[src/rtl/operand_buffer.sv]
// Double-banked operand store feeding the 2x2 systolic array: host bytes land in a
// write bank, the whole pair is committed on the address-7 byte, and lanes read the active bank.
module operand_lane #(
    parameter int DW = 8
) (
    input  logic          clk,
    input  logic          rst,
    input  logic          en_i,
    input  logic [1:0]    sel_i,
    input  logic [DW-1:0] c0_i,
    input  logic [DW-1:0] c1_i,
    output logic [DW-1:0] q_o
);
    logic [DW-1:0] q_d, q_q;

    always_comb begin
        q_d = '0;
        if (en_i) begin
            case (sel_i)
                2'd0:    q_d = c0_i;
                2'd1:    q_d = c1_i;
                default: q_d = '0;
            endcase
        end
    end

    always_ff @(posedge clk or posedge rst) begin
        if (rst) q_q <= '0;
        else     q_q <= q_d;
    end

    assign q_o = q_q;
endmodule

module operand_buffer #(
    parameter int DW    = 8,
    parameter int DEPTH = 8
) (
    input  logic                 clk,
    input  logic                 rst,
    input  logic                 load_en,
    input  logic [2:0]           mem_addr,
    input  logic [DW-1:0]        host_indata,
    input  logic                 transpose,
    input  logic [1:0]           a0_sel,
    input  logic [1:0]           a1_sel,
    input  logic [1:0]           b0_sel,
    input  logic [1:0]           b1_sel,
    output logic signed [DW-1:0] a0,
    output logic signed [DW-1:0] a1,
    output logic signed [DW-1:0] b0,
    output logic signed [DW-1:0] b1,
    output logic                 bank_valid,
    output logic                 commit,
    output logic                 seq_err
);
    localparam int NUM_LANES = 4;

    logic [DEPTH-1:0][DW-1:0] wbank_d, wbank_q, active_d, active_q;
    logic [2:0] ptr_d, ptr_q;
    logic       seq_err_d, seq_err_q;
    logic       bank_valid_d, bank_valid_q;
    logic       commit_d, commit_q;

    always_comb begin
        wbank_d      = wbank_q;
        active_d     = active_q;
        ptr_d        = ptr_q;
        seq_err_d    = seq_err_q;
        commit_d     = load_en && (mem_addr == 3'd7);
        bank_valid_d = bank_valid_q | commit_d;
        if (load_en) begin
            wbank_d[mem_addr] = host_indata;
            ptr_d             = mem_addr + 3'd1;
            if (mem_addr != ptr_q) seq_err_d = 1'b1;
        end
        // wbank_d already holds the addr-7 byte, giving the same-cycle bypass
        if (commit_d) active_d = wbank_d;
    end

    always_ff @(posedge clk or posedge rst) begin
        if (rst) begin
            wbank_q      <= '0;
            active_q     <= '0;
            ptr_q        <= '0;
            seq_err_q    <= 1'b0;
            bank_valid_q <= 1'b0;
            commit_q     <= 1'b0;
        end else begin
            wbank_q      <= wbank_d;
            active_q     <= active_d;
            ptr_q        <= ptr_d;
            seq_err_q    <= seq_err_d;
            bank_valid_q <= bank_valid_d;
            commit_q     <= commit_d;
        end
    end

    // Lane order a0, a1, b0, b1; transpose only swaps X1/X2 between the b lanes
    logic [NUM_LANES-1:0][1:0]    sel;
    logic [NUM_LANES-1:0][DW-1:0] cand0, cand1, opnd;

    always_comb begin
        sel      = {b1_sel, b0_sel, a1_sel, a0_sel};
        cand0[0] = active_q[0];
        cand1[0] = active_q[1];
        cand0[1] = active_q[2];
        cand1[1] = active_q[3];
        cand0[2] = active_q[4];
        cand1[2] = transpose ? active_q[6] : active_q[5];
        cand0[3] = transpose ? active_q[5] : active_q[6];
        cand1[3] = active_q[7];
    end

    for (genvar g = 0; g < NUM_LANES; g++) begin : g_lane
        operand_lane #(.DW(DW)) u_lane (
            .clk   (clk),
            .rst   (rst),
            .en_i  (bank_valid_q),
            .sel_i (sel[g]),
            .c0_i  (cand0[g]),
            .c1_i  (cand1[g]),
            .q_o   (opnd[g])
        );
    end

    assign a0         = opnd[0];
    assign a1         = opnd[1];
    assign b0         = opnd[2];
    assign b1         = opnd[3];
    assign bank_valid = bank_valid_q;
    assign commit     = commit_q;
    assign seq_err    = seq_err_q;
endmodule
[config.mk]
export PLATFORM = sky130hd
export DESIGN_NAME = operand_buffer
export DESIGN_NICKNAME = d
export VERILOG_FILES = /design/src/rtl/operand_buffer.sv
export SDC_FILE = /design/constraint.sdc
export NUM_CORES = 1
export LEC_CHECK = 0
export ABC_AREA = 1
export CORE_UTILIZATION = 45
export CTS_CLUSTER_DIAMETER = 100
export DETAILED_ROUTE_END_ITERATION = 8
export GPL_ROUTABILITY_DRIVEN = 0
export PLACE_DENSITY = 0.6
export SLEW_MARGIN = 10
export SYNTH_ARGS = -nofsm -noshare
export SYNTH_HDL_FRONTEND = slang
export SYNTH_SLANG_ARGS = --single-unit
[constraint.sdc]
create_clock -name clk -period 6.8 [get_ports clk]
set_input_delay 0.68 -clock clk [delete_from_list [all_inputs] [get_ports clk]]
set_output_delay 0.68 -clock clk [all_outputs]
set_load 0.02 [all_outputs]
# Word-level counts from Yosys, hierarchy flattened
# Cells that the tools add are included.
op_classes:
  eq_ne: 6
  bitwise_logic: 1
  reduce_logical: 7
  magnitude_cmp: 2
  muxes: 14
  addsub: 1
ops:
  columns: ["operator", "n"]
  rows:
  - ["$bwmux W64", 1]
  - ["$mux W64", 1]
  - ["$pmux W8 S2", 4]
  - ["$mux W8", 7]
  - ["$demux W8 S3", 1]
  - ["$eq A2 B1 Y1 const B", 4]
  - ["$logic_not A2 Y1", 4]
  - ["$lt A3 B4 Y1 const B", 1]
  - ["$add A3 B1 Y3 const B", 1]
  - ["$eq A3 B3 Y1 const B", 1]
  - ["$ge A3 B1 Y1 const B", 1]
  - ["$ne A3 B3 Y1", 1]
  - ["$logic_and A1 B1 Y1", 2]
  - ["$reduce_and A2 Y1", 1]
  - ["$or A1 B1 Y1", 1]
word_totals:
  ff_bits: 166
  wordCells: 55
  output_inout_bits: 35

# Depth between registers and ports, before layout
depth:
  word_depth: 6
  ltp_mapped: 8
  ltp_nobuf: 7

# By module
# Synthesis repeated with hierarchy kept, for this count alone.
hier_totals:
  hier_cells: 849
  area_unflattened_um2: 7284.5
by_module_without_submodules:
  columns: ["mod", "cells_per_inst", "area_each_um2", "seq_area_each_um2", "instances"]
  rows:
  - ["operand_buffer", 701, 5873.1, 3353.2, 1]
  - ["operand_lane", 37, 352.8, 200.2, 4]

# Least setup slack after synthesis
# OpenSTA, ideal clock, no wires.
synth_path:
  path_kind: "input -> register"
  startpoint: "input port mem_addr[0]"
  endpoint: "register active_q[9] (netlist bit)"
  required_ps: 6683
  slack_ps: 5113
  path_stages: 8
  arrival_ps: 1570
  cell_sequence: "ha_1 ha_1 nand2_1 inv_1 buf_4 buf_4 nand3_1 nand2_1"
synth_via:
  elab_chain_cells: 6
  elab_cells_between_ends: 9
  classes_between: "order compare: 2; eq/ne: 1; mux: 4; reduce/logical: 2"
synth_rtl:
  columns: ["item", "line", "rtl"]
  rows:
  - ["start: declaration", "42", "input logic [2:0] mem_addr,"]
  - ["$lt A3 B4 Y1 (implied by the code) or $ge A3 B1 Y1 (tied branches)", "73", "wbank_d[mem_addr] = host_indata;"]
  - ["$logic_and A1 B1 Y1 (implied by the code)", "73", null]
  - ["$mux W8 (implied by the code)", "73", null]
  - ["$demux W8 S3", "73", null]
  - ["$bwmux W64", "73", null]
  - ["$mux W64", "72", "if (load_en) begin"]
  - ["end signal: assignment", "91", "active_q <= active_d;"]
  - ["end: declaration", "59", "logic [DEPTH-1:0][DW-1:0] wbank_d, wbank_q, active_d, active_q;"]
# Parallel ways exist; a longest one is shown, timed or not.
# A chain may end at the register's enable or synchronous reset.

# Worst setup path after layout
layout_path:
  startpoint: "input port mem_addr[1]"
  endpoint: "register active_q[14] (netlist bit)"
# The elaborated chain is that of the path after synthesis.

==> impl_metrics.ini <==
[outcome]
status = finished, final reports clean

[clock_tree]
cts_tree = yes
post_cts_buffers = 0
cts_buffer_depth = 2
numCtsBuffers = 17
clk_latency_ns = 0.43
clkTransAtPathRegs_ns = 0.06
htreeDepth = 4
cts-root-buf = clkbuf_16
cts_resized = 0
cts_hold_buf = 0
cts_sinks = 166

[logic_synthesis]
syn_avg_cell_area_um2 = 8.80
yosysUniqueCellTypes = 25
ys.warnings.count = 0
yosys_register_bits = 166
syn_nets = 857
netlist_area_um2 = 7320
synthCells = 832
yosysSeqAreaShare_pct = 56.7

[worst_setup_path]
cpPeakStageDelay_ns = 0.99
rr_worst_depth = 2
worstPathCellList = clkdlybuf4s50_1, ha_1, ha_1, nand2_2, buf_4, clkinv_1, buf_4, nand3_1, nand2_1
arrival_ns = 4.49
rr_endpoint = g_lane[1].u_lane.q_o[6]$_DFF_PP0_
cp-end-kind = flip-flop
path_class = in2reg
required_ns = 7.11
cp_num_buf_inv = 4
cp-start-kind = primary input
slowest_stage = clkinv_1
reg2reg_from = bank_valid$_DFF_PP0_
crit_family = buffers and inverters
crit_fanout = 66
rrSetupSlack_ns = 5.16

[place]
place_area_um2 = 8000
portBuffers = 57
dp_hpwl_mm = 11.0

[hold_path]
min-delay-start = seq_err$_DFFE_PP0P_
hold_path.class = reg2reg
min_to = seq_err$_DFFE_PP0P_
holdPathStages = 2

[routing]
firstDrtPassIters = 5
remaining_drc_errors = 0
num_vias = 5565
totalWireLength_mm = 17.2
vias_per_cell = 5.01
drtAntennaViolNets = 0
wire_per_inst_um = 15.5
drtIter0Drc = 491

[sta]
skew_ns = 0.00636
rsz0062_at_grt = false
hold_viol_final = 0
post-route-min-period_ns = 4.17
finalSetupViolCount = 0
max_freq_mhz = 240
tightest_slew_ns = 1.24
fin_crit_sh_pct = 61.3
fin_setup_tns_ns = 0
relSlewSlack_pct = 17.5
slew_viol_final = 0

[grt]
grt_max_degree = 120
grt_pass1_vias = 5470
antenna_found_initial = 0
met3_usage_pct = 3.76
grt_usage_pct = 22.3
grt_pass1_wl_mm = 28.0
grt_overflow_total = 0
met2_usage_pct = 34.8
busiest_layer = met2
grtUsageMet1_pct = 31.6

[layout]
diodes = 0
nNetsFinal = 908
syn2layout_area_growth_pct = 16.9
mostFrequentLayoutCell = nand2_1
mostFrequentLayoutCells = 299 x nand2_1, 166 x dfrtp_1, 97 x nand3_1
final_area_um2 = 8570
final_util_pct = 53.9
final_layout_size_suffix_gt1_share_pct = 6.48

[job]
cap_violations = 0

[floorplan]
num_io_pins = 58
die_x_um = 130
die_h_um = 130
core_um2 = 15900
fp-row-count = 46
die-area_um2 = 16800
start_util_pct = 46.1

[power]
powerDensity_nw_per_um2 = 303
leakagePower_nw = 4.29
ir_drop_v = 0.000190
-- area by class of cell --
cell class                 count  area, µm²
clock buffer                  23        488
tap                          216        270
clock inverter                 8       73.8
sequential                   166       4150
multi-input combinational    541       2610
inverter                      97        374
fill                        1514       7320
timing repair buffer          60        593
-- cells by family after synthesis --
logic type | share of synthesized area (%)
flops | 56.7
fa+ha+maj | 0.342
buf+inv | 7.65
compound gates | 4.78
mux | 0.154
simple gates | 30.2
xor+xnor | 0.120
-- per-layer routing --
metal | wire (µm) | vias to the layer above
met5 | 0 | -
met4 | 292 | 0
met3 | 772 | 26
met2 | 8030 | 160
met1 | 8160 | 2689
li1 | - | 2690
-- worst reg2reg max path: cells and delay by family (launching register included) --
kind | cells | cell delay (ns)
buf+inv | 1 | 0.89
flops | 1 | 0.37
compound gates | 1 | 0.20
-- power by group --
part	switching [mW]	total [mW]	internal, mW
Clock	0.384	0.922	0.538
Sequential	0.0771	1.24	1.16
Combinational	0.252	0.434	0.182
-- worst max path at each step --
stage,from,endpoint,slack (ns),cells past startpoint
after global placement,mem_addr[1],active_q[14]$_DFFE_PP0P_,2.33,9
after floorplan,rst,active_q[0]$_DFFE_PP0P_,1.63,1
after CTS,mem_addr[1],active_q[3]$_DFFE_PP0P_,2.61,9
after global routing,mem_addr[1],active_q[3]$_DFFE_PP0P_,2.30,9
final,mem_addr[1],active_q[14]$_DFFE_PP0P_,2.63,9
after detailed placement,mem_addr[1],active_q[14]$_DFFE_PP0P_,2.16,9
-- registers in the layout (all words and copies together), names as in the netlist --
name               flops
active_q              64
bank_valid             1
commit                 1
g_lane.u_lane.q_o     32
ptr_q                  3
seq_err                1
wbank_q               64
-- synthesized netlist by cell type --
cell      number  share of area (%)
xnor2_1        1               0.12
inv_2          4               0.20
nor2_4         3               0.46
mux2_2         1               0.15
nand3_1       97                6.6
nor2_8         4                1.1
buf_4         10                1.0
and2_1        56                4.8
nand2_1      300                 15
nand2_4        8                1.2
buf_6          5               0.77
inv_1         91                4.7
clkbuf_1       2               0.10
ha_1           2               0.34
nand2_2        2               0.17
nor2_1         8               0.41
o211ai_1      16                1.6
buf_1          2               0.10
buf_2          9               0.61
nand4_1        1              0.085
o21ai_0        2               0.14
dfrtp_1      166                 57
o21a_1         8               0.82
a21oi_1       32                2.2
inv_4          2               0.17
-- through the flow --
| stage | hold WS (ns) | total power [mW] | setup slack [ns] | cells |
|---|---|---|---|---|
| detailed placement | 0.457 | 1.69 | 2.16 | 1080 |
| floorplan | 0.449 | 1.55 | 1.63 | 832 |
| global placement | 0.451 | 1.68 | 2.33 | 1080 |
| global route | 0.499 | 2.72 | 2.30 | 1111 |
| CTS | 0.478 | 2.61 | 2.61 | 1111 |
| finish | 0.467 | 2.60 | 2.63 | 1111 |
Note: power is estimated with default switching activity, not from simulation.
